## config.mk

```make
export PLATFORM = sky130hd
export DESIGN_NAME = circle_overlay
export DESIGN_NICKNAME = d
export VERILOG_FILES = /design/src/rtl/circle_pkg.sv /design/src/rtl/circle_dist2.sv /design/src/rtl/circle_overlay.sv
export SDC_FILE = /design/constraint.sdc
export NUM_CORES = 1
export LEC_CHECK = 0
export ABC_AREA = 1
export BUFFER_PORTS_ARGS = -buffer_cell sky130_fd_sc_hd__buf_2
export CAP_MARGIN = 0
export CORE_UTILIZATION = 50
export CTS_BUF_LIST = sky130_fd_sc_hd__clkbuf_8
export DETAILED_ROUTE_END_ITERATION = 6
export GPL_TIMING_DRIVEN = 0
export PLACE_DENSITY = 0.78
export SYNTH_ARGS = -nofsm -noshare
export SYNTH_HDL_FRONTEND = slang
export SYNTH_HIERARCHICAL = 1
export SYNTH_SLANG_ARGS = --single-unit
```

## constraint.sdc

```tcl
create_clock -name Clk -period 4.48 [get_ports Clk]
set_clock_uncertainty 0.1 [all_clocks]
set_input_delay 0.448 -clock Clk [delete_from_list [all_inputs] [get_ports Clk]]
set_output_delay 0.448 -clock Clk [all_outputs]
set_load 0.01 [all_outputs]
```

## src/rtl/circle_pkg.sv

```systemverilog
// Shared constants for the circle overlay and squared-distance units.
// Mode encoding plus the fixed pipeline latency for downstream alignment.
package circle_pkg;

  typedef enum logic {
    MODE_OUTLINE = 1'b0,
    MODE_FILLED  = 1'b1
  } mode_e;

  localparam int PIPE_LAT = 3;

endpackage

```

## src/rtl/circle_dist2.sv

```systemverilog
// Pipelined squared distance: |ax-bx|^2 + |ay-by|^2.
// Two register stages; the final sum is combinational for the caller's stage.
module circle_dist2 #(
  parameter int COORD_W = 8
) (
  input  logic               Clk,
  input  logic               nReset,
  input  logic [COORD_W-1:0] ax,
  input  logic [COORD_W-1:0] bx,
  input  logic [COORD_W-1:0] ay,
  input  logic [COORD_W-1:0] by,
  output logic [2*COORD_W:0] d2
);

  localparam int DW = 2 * COORD_W;

  logic [COORD_W-1:0] dx_c, dy_c;
  logic [COORD_W-1:0] dx_q, dy_q;
  logic [DW-1:0]      dxw, dyw;
  logic [DW-1:0]      dx2_q, dy2_q;

  always_comb begin
    dx_c = (ax >= bx) ? ax - bx : bx - ax;
    dy_c = (ay >= by) ? ay - by : by - ay;
    dxw  = {{COORD_W{1'b0}}, dx_q};
    dyw  = {{COORD_W{1'b0}}, dy_q};
  end

  always_ff @(posedge Clk or negedge nReset) begin
    if (!nReset) begin
      dx_q  <= '0;
      dy_q  <= '0;
      dx2_q <= '0;
      dy2_q <= '0;
    end else begin
      dx_q  <= dx_c;
      dy_q  <= dy_c;
      dx2_q <= dxw * dxw;
      dy2_q <= dyw * dyw;
    end
  end

  assign d2 = {1'b0, dx2_q} + {1'b0, dy2_q};

endmodule

```

## src/rtl/circle_overlay.sv

```systemverilog
// Streaming circle overlay: tracks raster position, draws an outline or
// filled circle in a constant colour, three-cycle fixed latency.
module circle_overlay
  import circle_pkg::*;
#(
  parameter int                 PIXEL_W = 8,
  parameter int                 COORD_W = 8,
  parameter logic [PIXEL_W-1:0] COLOUR  = '1
) (
  input  logic               Clk,
  input  logic               nReset,
  input  logic [PIXEL_W-1:0] PixelIn,
  input  logic               FrameIn,
  input  logic               LineIn,
  input  logic [COORD_W-1:0] Width,
  input  logic [COORD_W-1:0] Height,
  input  logic [COORD_W-1:0] CentreX,
  input  logic [COORD_W-1:0] CentreY,
  input  logic [COORD_W-1:0] Radius,
  input  logic               Mode,
  input  logic               Enable,
  output logic [PIXEL_W-1:0] PixelOut,
  output logic               FrameOut,
  output logic               LineOut
);

  localparam int                 DW   = 2 * COORD_W;
  localparam logic [COORD_W-1:0] CMAX = '1;
  localparam logic [COORD_W-1:0] ONE  = COORD_W'(1);

  logic [COORD_W-1:0] x_q, y_q, cur_x, cur_y;

  logic [COORD_W-1:0] sh_cx, sh_cy, sh_r, sh_w, sh_h;
  mode_e              sh_mode;
  logic               sh_en;

  logic [COORD_W-1:0] eff_cx, eff_cy, eff_r, eff_w, eff_h;
  mode_e              eff_mode;
  logic               eff_en, inb_c;

  logic [PIXEL_W-1:0] pix1, pix2;
  logic               frm1, frm2, lin1, lin2;
  logic               inb1, inb2, en1, en2;
  mode_e              mode1, mode2;
  logic [COORD_W-1:0] r1;
  logic [DW-1:0]      rw, rsq2, rr2;

  logic [DW:0]        d2, lo, hi;
  logic               hit;

  // Coordinates of the pixel currently on PixelIn; saturate instead of wrap.
  always_comb begin
    cur_x = (x_q == CMAX) ? x_q : x_q + ONE;
    cur_y = y_q;
    priority case (1'b1)
      FrameIn: begin
        cur_x = '0;
        cur_y = '0;
      end
      LineIn: begin
        cur_x = '0;
        cur_y = (y_q == CMAX) ? y_q : y_q + ONE;
      end
      default: ;
    endcase
  end

  // The FrameIn pixel already sees the freshly captured configuration.
  always_comb begin
    eff_cx   = FrameIn ? CentreX       : sh_cx;
    eff_cy   = FrameIn ? CentreY       : sh_cy;
    eff_r    = FrameIn ? Radius        : sh_r;
    eff_w    = FrameIn ? Width         : sh_w;
    eff_h    = FrameIn ? Height        : sh_h;
    eff_mode = FrameIn ? mode_e'(Mode) : sh_mode;
    eff_en   = FrameIn ? Enable        : sh_en;
    inb_c    = (cur_x < eff_w) && (cur_y < eff_h);
  end

  always_ff @(posedge Clk or negedge nReset) begin
    if (!nReset) begin
      x_q     <= '0;
      y_q     <= '0;
      sh_cx   <= '0;
      sh_cy   <= '0;
      sh_r    <= '0;
      sh_w    <= '0;
      sh_h    <= '0;
      sh_mode <= MODE_OUTLINE;
      sh_en   <= 1'b0;
    end else begin
      x_q <= cur_x;
      y_q <= cur_y;
      if (FrameIn) begin
        sh_cx   <= CentreX;
        sh_cy   <= CentreY;
        sh_r    <= Radius;
        sh_w    <= Width;
        sh_h    <= Height;
        sh_mode <= mode_e'(Mode);
        sh_en   <= Enable;
      end
    end
  end

  circle_dist2 #(
    .COORD_W(COORD_W)
  ) u_dist2 (
    .Clk   (Clk),
    .nReset(nReset),
    .ax    (cur_x),
    .bx    (eff_cx),
    .ay    (cur_y),
    .by    (eff_cy),
    .d2    (d2)
  );

  assign rw = {{COORD_W{1'b0}}, r1};

  always_ff @(posedge Clk or negedge nReset) begin
    if (!nReset) begin
      pix1  <= '0;
      frm1  <= 1'b0;
      lin1  <= 1'b0;
      inb1  <= 1'b0;
      en1   <= 1'b0;
      mode1 <= MODE_OUTLINE;
      r1    <= '0;
      pix2  <= '0;
      frm2  <= 1'b0;
      lin2  <= 1'b0;
      inb2  <= 1'b0;
      en2   <= 1'b0;
      mode2 <= MODE_OUTLINE;
      rsq2  <= '0;
      rr2   <= '0;
    end else begin
      pix1  <= PixelIn;
      frm1  <= FrameIn;
      lin1  <= LineIn;
      inb1  <= inb_c;
      en1   <= eff_en;
      mode1 <= eff_mode;
      r1    <= eff_r;
      pix2  <= pix1;
      frm2  <= frm1;
      lin2  <= lin1;
      inb2  <= inb1;
      en2   <= en1;
      mode2 <= mode1;
      rsq2  <= rw * rw;
      rr2   <= rw;
    end
  end

  // r^2 >= r for any unsigned r, so the lower band edge cannot underflow.
  always_comb begin
    lo  = {1'b0, rsq2} - {1'b0, rr2};
    hi  = {1'b0, rsq2} + {1'b0, rr2};
    hit = (d2 <= hi);
    if (mode2 == MODE_OUTLINE) hit = hit && (d2 >= lo);
  end

  always_ff @(posedge Clk or negedge nReset) begin
    if (!nReset) begin
      PixelOut <= '0;
      FrameOut <= 1'b0;
      LineOut  <= 1'b0;
    end else begin
      PixelOut <= (en2 && inb2 && hit) ? COLOUR : pix2;
      FrameOut <= frm2;
      LineOut  <= lin2;
    end
  end

endmodule

```

**Word level (Yosys, flattened, before mapping)**

Cells that the tools add are included.
Widths: inputs -> output; s select.

- $add $sub $neg: 9
- $mul: 3
- Order comparisons: 6
- Eq/ne operators: 2
- Multiplexer cells: 14
- Reduce and logical (&&, ||, !) cells: 4

Operators with widths:

| kind | number |
|---|---|
| $mux 8 | 13 |
| $mul 8x8->16 | 3 |
| $sub 8x8->8 | 4 |
| $add 16x16->17 | 1 |
| $add 16x8->17 | 1 |
| $ge 17x17->1 | 1 |
| $le 17x17->1 | 1 |
| $sub 16x8->17 | 1 |
| $add 8x1->8 const B | 2 |
| $eq 8x8->1 const B | 2 |
| $ge 8x8->1 | 2 |
| $lt 8x8->1 | 2 |
| $logic_and 1x1->1 | 4 |
| $mux 1 | 1 |

- Register bits after elaboration: 164
- Input port bits: 54
- Output and inout bits: 10
- Word-level logic and storage cells: 66

**Longest topological paths before layout**

- Depth after elaboration: 6
- Mapped depth: 22
- Gate-level depth less buffers: 21

**Modules after synthesis**

The synthesis kept the hierarchy.

Modules (own cells, without submodules):

| module | instances | cells an instance | area an instance (um2) | seq. area each (um2) |
|---|---|---|---|---|
| circle_overlay | 1 | 897 | 7648.6 | 2852.7 |
| circle_dist2 | 1 | 1067 | 7399.6 | 1151.1 |

**Least setup slack after synthesis**

No wires, ideal clock.

- Path type: register to register
- Start: reg r1[2]
- End: reg rsq2[12]
- Setup time: 0.124 ns
- Data arrival time: 3.766 ns
- Required time: 4.256 ns
- Setup slack: 0.490 ns
- Cell stages (with the launch flop): 19
- Buffers on the path: 1
- Clock period less this slack: 3.990 ns
- Path through: dfrtp_1 -> clkbuf_1 -> nand2_1 -> inv_1 -> ha_1 -> or2_2 -> fa_1 -> inv_1 -> fa_1 -> inv_1 -> fa_1 -> ha_1 -> a21oi_1 -> o21ai_0 -> nor2_1 -> o21ai_2 -> nand3_1 -> nand2_1 -> xor2_1

- Longest elaborated chain between the ends: 1

Ends and longest elaborated chain:

| item | line | source |
|---|---|---|
| start: declaration | circle_overlay.sv:45 | `logic [COORD_W-1:0] r1;` |
| start signal: assignment | circle_overlay.sv:144 | `r1 <= eff_r;` |
| $mul 8x8->16 | circle_overlay.sv:151 | `rsq2 <= rw * rw;` |
| end signal: assignment | circle_overlay.sv:151 |  |
| end: declaration | circle_overlay.sv:46 | `logic [DW-1:0] rw, rsq2, rr2;` |

Every way passes these cells.
A chain may end at the register's enable or synchronous reset.

**Worst setup path in the final report**

- Start: reg r1[4]
- End: reg rsq2[12]

Same word-level chain as after synthesis.

==> results.json <==
{
  "ioPinCount": 64,
  "synthAdderAreaFrac_pct": 27.0,
  "startpoint_type": "flip-flop",
  "power.density_nw_per_um2": 761,
  "die-area_sq_um": 30800,
  "highest_layer": "met4",
  "period_needed_ns": 4.23,
  "wl_met2_mm": 16.1,
  "drt-met1-wl_mm": 13.9,
  "layout.nets": 2378,
  "gp_congestion": 0.886,
  "end_kind": "flip-flop",
  "cts_root_buf": "clkbuf_8",
  "max-cap-violations": 0,
  "area_delta_synth_final_pct": 8.90,
  "cp.arrival_ns": 4.54,
  "clock.fmax_mhz": 236,
  "synth_area_leaders": "dfrtp_1 27%, ha_1 16%, nand2_1 13%, fa_1 11%, inv_1 10%",
  "cts_max_path_buffers": 2,
  "finalHoldViolCount": 0,
  "synth.top_cell.area_share_pct": 26.6,
  "synth_top_area_cell": "dfrtp_1",
  "worstPathRequired_ns": 4.79,
  "path_clk_slew_ns": 0.10,
  "clock-sinks": 160,
  "worst_slew_pin_slew_ns": 0.757,
  "core_sq_um": 29600,
  "crit_buf_inv": 3,
  "crit_chain": "nand2_1, inv_1, ha_1, or2_2, fa_1, inv_1, fa_1, inv_1, fa_1, ha_1, nand2_1, nor3_1, nor2_1, o21ai_2, nand3_1, nand2_1, xor2_1",
  "clk-insertion-delay-late_ns": 0.48,
  "ir_worst_vdd_mv": 0.630,
  "grt_pass1_vias": 12200,
  "muxShareOfSynthArea_pct": 0.0665,
  "stdcell_area_sq_um": 16400,
  "via_count": 12200,
  "hp-start": "Radius[6]",
  "seq_area_frac_synth_pct": 26.6,
  "fin_tns_setup_ns": 0,
  "cpMaxStageDelayCell": "fa_1",
  "critPathLaunch": "r1[4]",
  "synth-seq-cells": 160,
  "synth_top_family_by_area": "adder cells",
  "synth_simple_gate_area_share_pct": 22.7,
  "cpPeakStageDelay_ns": 0.55,
  "fp-row-count": 63,
  "grt_pass1_wl_mm": 54.3,
  "worstSetupPathType": "reg -> reg",
  "synth_xor_area_share_pct": 5.35,
  "portBuffers": 63,
  "drive_gt1_share_pct": 8.30,
  "yosys_most_used_dff": "dfrtp_1",
  "cpLargestDelayFamily": "adder cells",
  "grt_max_degree": 82,
  "final_cell_mix": "519 x nand2_1, 417 x inv_1, 197 x ha_1",
  "max_slew_margin_pct": 49.5,
  "tritoncts": "yes",
  "cts_buffers": 17,
  "antenna_found_initial": 0,
  "via_per_inst": 5.00,
  "final_antenna_net_count": 0,
  "drt-total-wl_mm": 31.9,
  "drc": 0,
  "synth-edff-count": 0,
  "place_area_sq_um": 15900,
  "drtIter0Drc": 713,
  "r2r-start": "r1[4]",
  "die_h_um": 175,
  "ys_warn_count": 6,
  "fp.dieW_um": 175,
  "synth_compound_area_share_pct": 6.44,
  "grt-ovfl-total": 0,
  "crit_fanout": 9,
  "synth.avg_cell_area_sq_um": 7.66,
  "synthCells": 1964,
  "wl_met3_mm": 1.05,
  "dr.pass1.iters": 5,
  "crit_cells": 17,
  "async_flop_share_pct": 100,
  "wire_per_inst_um": 13.0,
  "grt_usage_pct": 21.6,
  "htreeDepth": 4,
  "diodes": 0,
  "rsz0062_at_grt": "false",
  "finalSetupViolCount": 0,
  "start_util_pct": 50.8,
  "status": "finished, final reports clean",
  "hold_class": "in -> reg",
  "holdPathStages": 3,
  "report.final.slew_viol_count": 0,
  "period_share_pct": 94.5,
  "dp_hpwl_mm": 26.1,
  "final_common_cell": "nand2_1",
  "syn-cell-area_sq_um": 15000,
  "synth.distinct_cells": 52,
  "reg2reg_depth": 17,
  "leakagePower_nw": 9.53
}
## power by group
| group | total, mW | switching, mW | internal, mW |
|---|---|---|---|
| clock | 1.12 | 0.645 | 0.478 |
| combinational | 9.29 | 5.73 | 3.56 |
| sequential | 2.06 | 0.225 | 1.84 |
## flip-flops by register name (all words and copies together) (netlist names), 7 cells and up
register	cells
u_dist2/dx_q	8
sh_w	8
sh_h	8
u_dist2/dy_q	8
pix1	8
u_dist2/dy2_q	15
y_q	8
x_q	8
pix2	8
rsq2	15
u_dist2/dx2_q	15
rr2	7
PixelOut	8
sh_cx	8
r1	8
sh_cy	8
## per-stage QoR
step	instances	total power, mW	worst slack (ns)	utilization, %	hold slack (ns)
4_1_cts	2462	12.5	0.0437	55.4	0.0653
3_3_place_gp	2418	10.9	0.150	53.5	0.231
2_1_floorplan	1965	9.23	0.490	-	0.0524
6_report	2450	12.5	0.246	55.3	0.0760
5_1_grt	2450	14.0	0.0129	55.3	0.0616
3_5_place_dp	2419	11.3	0.0577	53.6	0.236
## worst reg2reg max path: stages, from the launching register on
cell and delay (ns):
dfrtp_2 0.50, nand2_1 0.12, inv_1 0.07, ha_1 0.17, or2_2 0.32, fa_1 0.55
inv_1 0.06, fa_1 0.53, inv_1 0.05, fa_1 0.43, ha_1 0.38, nand2_1 0.12
nor3_1 0.19, nor2_1 0.11, o21ai_2 0.15, nand3_1 0.09, nand2_1 0.09, xor2_1 0.15
## layer usage
layer,vias up,track usage (%)
li1,6192,-
met1,5708,26.3
met2,278,38.8
met3,60,2.94
met4,0,8.22
met5,-,0
## cell type report
class	instances	area, sq um
plain buffers	30	151
clock buffers	17	234
clock inverters	15	189
fillers	2746	13300
inverters	424	1590
multi-input cells	1339	9270
flip-flops and latches	160	4010
well taps	390	488
repair buffers	75	459
## cells in the mapped netlist (all sizes together) (7+ instances only)
cell type / count
nand4: 28
xnor2: 32
dfrtp: 160
or2: 20
nand3: 97
nor3: 12
fa: 80
a21oi: 85
inv: 423
o21bai: 7
buf: 11
clkbuf: 31
xor2: 60
ha: 197
nand2: 522
o21ai: 55
nor2: 116
## timing repair
| action | 4_1_cts | 5_1_grt |
|---|---|---|
| hold buffers | 11 | 0 |
| setup buffers | 0 | 0 |
| endpoints found under the setup margin | 0 | 15 |
| hold endpoints to repair | 90 | 0 |
| resized for setup | 0 | 14 |
## cells by family (layout without fill, tap and decap cells)
family | Yosys count | count (layout)
AOI/OAI and AO/OA | 167 | 167
xor gates and xnor gates | 92 | 92
DFF | 160 | 160
adders and majority gates | 277 | 277
other | 1 | 2
buffers and inverters | 466 | 561
and+or+nand+nor | 800 | 800
muxes | 1 | 1
## path summary, 6_finish.rpt
kind | slack (ns) | to
setup / recovery | 0.25 | rsq2[12]
hold reg to reg | 0.26 | frm2
hold / removal | 0.08 | r1[6]
setup reg to reg | 0.25 | rsq2[12]
min in group asynchronous | 0.46 | pix1[2]
max in group asynchronous | 2.95 | u_dist2/dy2_q[8]
Power figures use the tool's default switching activity.
